$ cat config.mk
export PLATFORM = sky130hd
export DESIGN_NAME = mem_arbiter_ctrl
export DESIGN_NICKNAME = d
export VERILOG_FILES = /design/src/rtl/mem_arbiter_ctrl.sv
export SDC_FILE = /design/constraint.sdc
export NUM_CORES = 1
export LEC_CHECK = 0
export ABC_AREA = 1
export CAP_MARGIN = 25
export CORE_MARGIN = 2
export CORE_UTILIZATION = 40
export CTS_CLUSTER_DIAMETER = 150
export DETAILED_ROUTE_END_ITERATION = 8
export GPL_ROUTABILITY_DRIVEN = 0
export HOLD_SLACK_MARGIN = 0.1
export PLACE_DENSITY = 0.88
export SLEW_MARGIN = 5
export SYNTH_ARGS = -nofsm -noshare
export SYNTH_HDL_FRONTEND = slang
export SYNTH_SLANG_ARGS = --single-unit
$ cat constraint.sdc
create_clock -name CLK -period 1.9 [get_ports CLK]
set_input_delay 0.285 -clock CLK [delete_from_list [all_inputs] [get_ports CLK]]
set_output_delay 0.285 -clock CLK [all_outputs]
set_load 0.05 [all_outputs]
$ cat src/rtl/mem_arbiter_ctrl.sv
// Two-port (instruction/data) memory arbiter onto a single RAM port with
// fair tie-breaking, abort on request drop, per-transaction timeout and sticky error.
module mem_arbiter_ctrl #(
    parameter int          TIMEOUT  = 16,
    parameter logic [31:0] ERR_WORD = 32'hBAD1BAD1
) (
    input  logic        CLK,
    input  logic        nRST,
    input  logic        iREN,
    input  logic [31:0] iaddr,
    output logic        iwait,
    output logic [31:0] iload,
    input  logic        dREN,
    input  logic        dWEN,
    input  logic [31:0] daddr,
    input  logic [31:0] dstore,
    output logic        dwait,
    output logic [31:0] dload,
    output logic        ramREN,
    output logic        ramWEN,
    output logic [31:0] ramaddr,
    output logic [31:0] ramstore,
    input  logic [31:0] ramload,
    input  logic [1:0]  ramstate,
    output logic        err
);
    localparam int          CW         = (TIMEOUT < 2) ? 1 : $clog2(TIMEOUT);
    localparam logic [CW-1:0] CNT_LAST = CW'(TIMEOUT - 1);
    localparam logic [1:0]  RAM_ACCESS = 2'd2;
    localparam logic [1:0]  RAM_ERROR  = 2'd3;

    typedef enum logic [1:0] {IDLE, SERVE_I, SERVE_D} state_t;

    state_t          r_state;
    logic            r_last_d;
    logic            r_wr;
    logic [31:0]     r_addr;
    logic [31:0]     r_store;
    logic [31:0]     r_iload;
    logic [31:0]     r_dload;
    logic [CW-1:0]   r_cnt;
    logic            r_err;

    logic            w_pend_d;
    logic            w_hold;
    logic            w_acc;
    logic            w_fail;
    logic            w_done;
    logic            w_grant_d;
    logic [31:0]     w_rdata;

    assign w_pend_d  = dREN | dWEN;
    // The served side must still be requesting; otherwise the transaction is aborted.
    assign w_hold    = (r_state == SERVE_I) ? iREN :
                       (r_state == SERVE_D) ? w_pend_d : 1'b0;
    assign w_acc     = w_hold && (ramstate == RAM_ACCESS);
    assign w_fail    = w_hold && !w_acc && ((ramstate == RAM_ERROR) || (r_cnt == CNT_LAST));
    assign w_done    = w_acc | w_fail;
    assign w_rdata   = w_acc ? ramload : ERR_WORD;
    assign w_grant_d = w_pend_d && (!iREN || !r_last_d);

    assign ramREN   = w_hold && ((r_state == SERVE_I) || !r_wr);
    assign ramWEN   = w_hold && (r_state == SERVE_D) && r_wr;
    assign ramaddr  = r_addr;
    assign ramstore = r_store;
    assign iwait    = !((r_state == SERVE_I) && w_done);
    assign dwait    = !((r_state == SERVE_D) && w_done);
    assign iload    = ((r_state == SERVE_I) && w_done) ? w_rdata : r_iload;
    assign dload    = ((r_state == SERVE_D) && w_done && !r_wr) ? w_rdata : r_dload;
    assign err      = r_err;

    always_ff @(posedge CLK or negedge nRST) begin
        if (!nRST) begin
            r_state  <= IDLE;
            r_last_d <= 1'b0;
            r_wr     <= 1'b0;
            r_addr   <= '0;
            r_store  <= '0;
            r_iload  <= '0;
            r_dload  <= '0;
            r_cnt    <= '0;
            r_err    <= 1'b0;
        end else begin
            case (r_state)
                IDLE: begin
                    r_cnt <= '0;
                    if (w_grant_d) begin
                        r_state  <= SERVE_D;
                        r_addr   <= daddr;
                        r_wr     <= dWEN;
                        r_store  <= dstore;
                        r_last_d <= 1'b1;
                    end else if (iREN) begin
                        r_state  <= SERVE_I;
                        r_addr   <= iaddr;
                        r_wr     <= 1'b0;
                        r_last_d <= 1'b0;
                    end
                end
                SERVE_I, SERVE_D: begin
                    r_cnt <= r_cnt + 1'b1;
                    if (!w_hold || w_done)
                        r_state <= IDLE;
                    if (w_fail)
                        r_err <= 1'b1;
                    if (w_done && (r_state == SERVE_I))
                        r_iload <= w_rdata;
                    if (w_done && (r_state == SERVE_D) && !r_wr)
                        r_dload <= w_rdata;
                end
                default: r_state <= IDLE;
            endcase
        end
    end
endmodule

; Word-level counts from Yosys, hierarchy flattened
; Index checks and enable logic that the tools add are counted.
[word_totals]
register_bits = 137
out_inout_bits = 133
elab_cells = 63
[op_classes]
n_reduce_logical = 29
muxes = 15
eq_ne = 7
bitwise_logic = 2
n_addsub = 1
[op_table]
columns = operator, count
row1 = 32-bit 2-to-1 mux, 5
row2 = 1-bit logical AND, 10
row3 = 4-bit one-hot mux with 2 select lines, 1
row4 = 2-bit AND reduction, 4
row5 = 1-bit logical NOT, 7
row6 = "2-bit equality test, second input constant", 3
row7 = 2-bit 2-to-1 mux, 3
row8 = 1-bit 2-to-1 mux, 5
row9 = "4-bit by 1-bit adder with 4-bit output, second input constant", 1
row10 = "4-bit equality test, second input constant", 1
row11 = 1-bit logical OR, 4
row12 = 2-bit one-hot mux with 2 select lines, 1
row13 = 2-bit nonzero test, 2
row14 = "3-bit inequality test, second input constant", 1
row15 = "2-bit by 1-bit equality test with 1-bit output, second input constant", 1
row16 = 2-bit logical NOT, 1
row17 = "2-bit inequality test, second input constant", 1
row18 = 1-bit OR, 2
row19 = 2-bit OR reduction, 1

; Depth between registers and ports, before layout
[logic_depth]
depth_word = 11
depth_mapped = 13
depth_no_buf = 12

; Worst setup path after synthesis
; OpenSTA, ideal clock, no wires.
[synth_path]
path_type = flip-flop to output port
from = register r_state[1]
to = output ramWEN
arrival_ns = 2.133
path_stages_with_launch = 9
setup_slack_ns = -0.518
cell_sequence = dfrtp_1 -> inv_1 -> ha_1 -> buf_2 -> nor2_1 -> nand2_1 -> nand2_4 -> inv_1 -> nor3_1
[synth_via]
elab_chain_len = 5
elab_cells_between_ends = 6
[synth_lines]
columns = element, line_no
row1 = from (decl), 34  ; state_t r_state;
row2 = from (signal assigned), 74  ; r_state <= IDLE;
row3 = from (signal assigned), 88  ; r_state <= SERVE_D;
row4 = from (signal assigned), 94  ; r_state <= SERVE_I;
row5 = 2-bit equality test, "55, 63"
row6 = 1-bit 2-to-1 mux, 55  ; (r_state == SERVE_D) ? w_pend_d : 1'b0;
row7 = 1-bit 2-to-1 mux, 54  ; assign w_hold = (r_state == SERVE_I) ? iREN :
row8 = 1-bit logical AND * (2 in series), 63  ; assign ramWEN = w_hold && (r_state == SERVE_D) && r_wr;
row9 = to (decl), 20  ; output logic ramWEN,
; Mark *: on every way between the ends. The rest lies on a longest branch, timed or not.

; Worst setup path in the final report
[layout_path]
from = register r_state[1]
to = output dload[29]
[layout_via]
elab_chain_len = 11
elab_cells_between_ends = 13
[layout_lines]
columns = element, line_no
row1 = 2-bit equality test, "55, 69"
row2 = 1-bit 2-to-1 mux, 55
row3 = 1-bit 2-to-1 mux, 54
row4 = 1-bit logical AND, 56  ; assign w_acc = w_hold && (ramstate == RAM_ACCESS);
row5 = 1-bit logical NOT, 57  ; assign w_fail = w_hold && !w_acc && ((ramstate == RAM_ERROR) || (r_cnt == CNT_LAST));
row6 = 1-bit logical AND (2 in series), 57
row7 = 1-bit OR, 58  ; assign w_done = w_acc | w_fail;
row8 = 1-bit logical AND (2 in series), 69  ; assign dload = ((r_state == SERVE_D) && w_done && !r_wr) ? w_rdata : r_dload;
row9 = 32-bit 2-to-1 mux *, --
row10 = to (decl), 18  ; output logic [31:0] dload,
; Marks and branches as above.

==> reports/results.txt <==
The via count of the first global-routing pass is 7405. For the number of antenna violations at the first check in global routing, the log shows 2. The routed design has 25700 um of wire. The path class of the tightest hold or removal check is in -> async. By startpoint and endpoint, the worst setup path is classified as reg -> out. STA classifies the critical path startpoint as a register.

The longest clock path from root to sink contains 2 buffers. The count of pins over their slew limit was 0; the proportion of layout cells with a drive suffix above 1 was 30.5%. In the final routed layout, each cell accounts on average for 18.0 um. The tools report the number of inserted filler cells in the final layout as 1107.

In this run the tool buffered the top-level ports with 267 buffer cells. The run finished, with violations left. The cell with the biggest individual delay on the critical path is sky130_fd_sc_hd__dfrtp_2.

The sum of net half-perimeters after detailed placement is 16600 um, and the overflow left after global routing is 0. The worst setup path is captured at a primary output. The logs give 874 for the number of standard cells after synthesis and 10.5 ps for the post-route clock skew.

In this run the clock root is driven by a sky130_fd_sc_hd__clkbuf_16. The via count normalized by instance count was 5.18. The tools report the total of endpoints with negative setup slack in the final report as 79. The floorplan step set the die width to 135 um. After clock tree synthesis, the clock-pin slew on the worst setup and hold paths is 60 ps. For the initial detailed-routing violation count, the log shows 495. The critical path goes through inv_2, ha_2, nor2_4, nand2_2, nand2_4, buf_12, nand4_1, buf_6, buf_6, nand2_2, and2_4, buf_12. Number of enable-type register cells in the synthesized netlist: 0. The logs give -739 ps for the setup slack after layout and 4 for the H-tree depth.

Critical path data required time: 1620 ps. Largest area contributor in the synthesized netlist: sky130_fd_sc_hd__dfrtp_1. Actual slew at the worst max-slew pin: 556 ps. The final number of hold-violating endpoints is 0. The worst path in the final design needs a cycle of 2640 ps, including I/O delays and setup. The worst-case IR drop observed on VDD is 1.43 mV. Headroom to the max-slew limit came out at 63.1%. In this run the cell area of the synthesized design comes to 6890 um2.

The async set-or-reset flop fraction in the synthesized netlist was 100%; the proportion of total power due to net switching was 47.6%. Setup repair after global routing could not meet its margin everywhere. For this design the top-level I/O count stands at 268. The vertical die dimension was 135 um. Summed over all nets, the switching power comes to 10.5 mW. Timing would allow up to 0.379 GHz.

The final critical path takes up 139% of the cycle. The clock network accounts for 14.9% of the total power. The tools report the static leakage as 6.02 nW.

In the routed design, unresolved DRC markers number 0. The most used flip-flop cell after synthesis is sky130_fd_sc_hd__dfrtp_1. The floorplan step defined a die boundary enclosing 18300 um2. Critical path's top delay family: buffers and inverters. The final reports fail on negative setup slack.

The final-stage net count is 1335. The core occupancy in the finished layout is 73.3%, and the number of warnings printed during yosys synthesis is 0. The synthesized design contains 137 register bits. Across the run, the number of max-cap violations was 0. The number of buffers and inverters on the critical path came out at 5. Register area share after synthesis: 49.8%.

Antenna violation net count after detailed routing: 0. The internal portion of the total power is 11.6 mW. In this run the worst path has a maximum fanout of 8. Placeable core region: 16700 um2. Ranked by total cell area, the synthesized netlist is headed by sky130_fd_sc_hd__dfrtp_1 50%, sky130_fd_sc_hd__nand2_1 20%, sky130_fd_sc_hd__mux2_2 5.2%, sky130_fd_sc_hd__nand3_1 4.9%, sky130_fd_sc_hd__and2_1 4.5%. The first detailed-routing pass took 7 iterations.

The cell area power density is 1810 nW/um2. The initial utilization of the core area, before any placement, comes to 41.2%. The number of placed instances with taps included is 1376, and the maximum number of pins on one net before global-route repair is 50.

Number of clock buffers inserted by TritonCTS: 17. TritonCTS built the clock tree. For the worst-skew pair, the clock arrives at the later sink with an insertion delay of 420 ps. For this run, the slowest stage of the critical path takes 440 ps. The share of Yosys cell area claimed by the top area cell type is 49.8%, and the number of cells in the finished layout apart from fillers is 1429. Synthesis produced a netlist with a net count of 1014. The tools report the number of clock sinks seen by CTS as 137.

For the arrival time at the worst endpoint, the log shows 2350 ps. Per report_power, the sequential group accounts for 21.5% of the total. The global-route usage over all layers was 26.2%; the cell row count was 47. The tools report the logic gate share of total power as 63.5%. In the layout the commonest cells are 311 x sky130_fd_sc_hd__nand2_1, 144 x sky130_fd_sc_hd__clkdlybuf4s50_1, 136 x sky130_fd_sc_hd__dfrtp_1. The detailed-route via count was 7408. The count of cell types in the netlist is 28, and the area added between synthesis and finish is 77.6%. The first global-routing pass estimated 36800 um of wire. The post-synthesis area per instance works out to 7.88 um2.

The most common cell after layout, fill and taps aside was sky130_fd_sc_hd__nand2_1.
==> sequential cells by signal, summed over array words and instances, names as in the netlist <==
signal and flops:
r_cnt 4, r_state 2, ramaddr 32, r_last_d 1
r_dload 32, err 1, ramstore 32, r_wr 1
r_iload 32
==> cells in the mapped netlist (all sizes together), types with 3 or more instances <==
cell,instances
buf,26
a21oi,4
nand2,367
clkbuf,20
a31oi,32
nor2,55
mux2,32
inv,65
and2,50
nand4,3
nand3,69
ha,5
dfrtp,137
==> layer usage <==
layer  global-route usage [%]  wire length, um  share of wire (%)
met5                        0                0                  0
met4                     13.5             1220                4.7
met3                     7.89             2250                8.8
met2                     46.4            13100                 51
met1                     28.4             9070                 35
==> worst reg2reg max path, delay by kind of cell, from the launching register on <==
kind | cells | cell delay (ps)
flops | 1 | 440
fa+ha+maj | 1 | 230
simple gates | 7 | 490
buf+inv | 5 | 680
==> layout make-up <==
class	instances	area (um2)	area share, %
clock inverters	13	144	1.18
clock buffers	18	439	3.59
diodes	2	5.00	0.0409
well taps	220	275	2.25
inverters	65	254	2.08
repair buffers	348	4190	34.2
flip-flops and latches	137	3430	28.0
multi-input cells	626	3500	28.6
==> metrics by stage <==
step / power, mW / cell area, um2 / TNS, ps / hold WS, ps / setup WS [ps]
2_1_floorplan: 12.9 / 7180 / -5600 / -10.6 / -165
3_3_place_gp: 17.9 / 10900 / -15040 / 234 / -278
3_5_place_dp: 18.3 / 10900 / -18840 / 236 / -339
4_1_cts: 21.8 / 11900 / -40220 / 365 / -657
5_1_grt: 23.1 / 12200 / -50820 / 396 / -794
6_report: 22.1 / 12200 / -43570 / 372 / -739
==> cell families (layout without fill, tap and decap cells) <==
family | after synthesis | after routing | share of synthesized area (%)
adders and majority gates | 5 | 5 | 0.908
buffers and inverters | 111 | 444 | 6.76
other | 0 | 2 | 0
and+or+nand+nor | 546 | 546 | 33.4
muxes | 32 | 32 | 5.23
DFF | 137 | 137 | 49.8
AOI/OAI and AO/OA | 41 | 41 | 3.65
xor gates and xnor gates | 2 | 2 | 0.254
==> path summary, 6_finish.rpt <==
check                      startpoint  slack (ps)     endpoint  depth (start not counted)
max reg2reg                r_state[1]         -50  r_dload[25]                         13
min reg2reg                       err         470          err                          2
min in group CLK             daddr[2]         430   ramaddr[2]                          3
max                        r_state[1]        -740    dload[29]                         12
max in group asynchronous        nRST         920  r_dload[26]                          3
min                              nRST         370   r_dload[7]                          2
==> repair_timing <==
action,CTS,global route
gates cloned,2,6
resized for setup,78,73
setup endpoints to repair,85,163
buffers inserted,5,7
hold buffers,1,0
hold endpoints to repair,38,0
pin swaps,3,4
==> power groups by stage <==
stage	clock [mW]	combinational (mW)	sequential, mW
after floorplan	0	5.79	7.15
after global placement	0	13.2	4.69
after detailed placement	0	13.5	4.78
after CTS	3.34	13.7	4.74
after global routing	3.48	14.7	4.89
final	3.30	14.1	4.77
(Power assumes the default switching activity.)
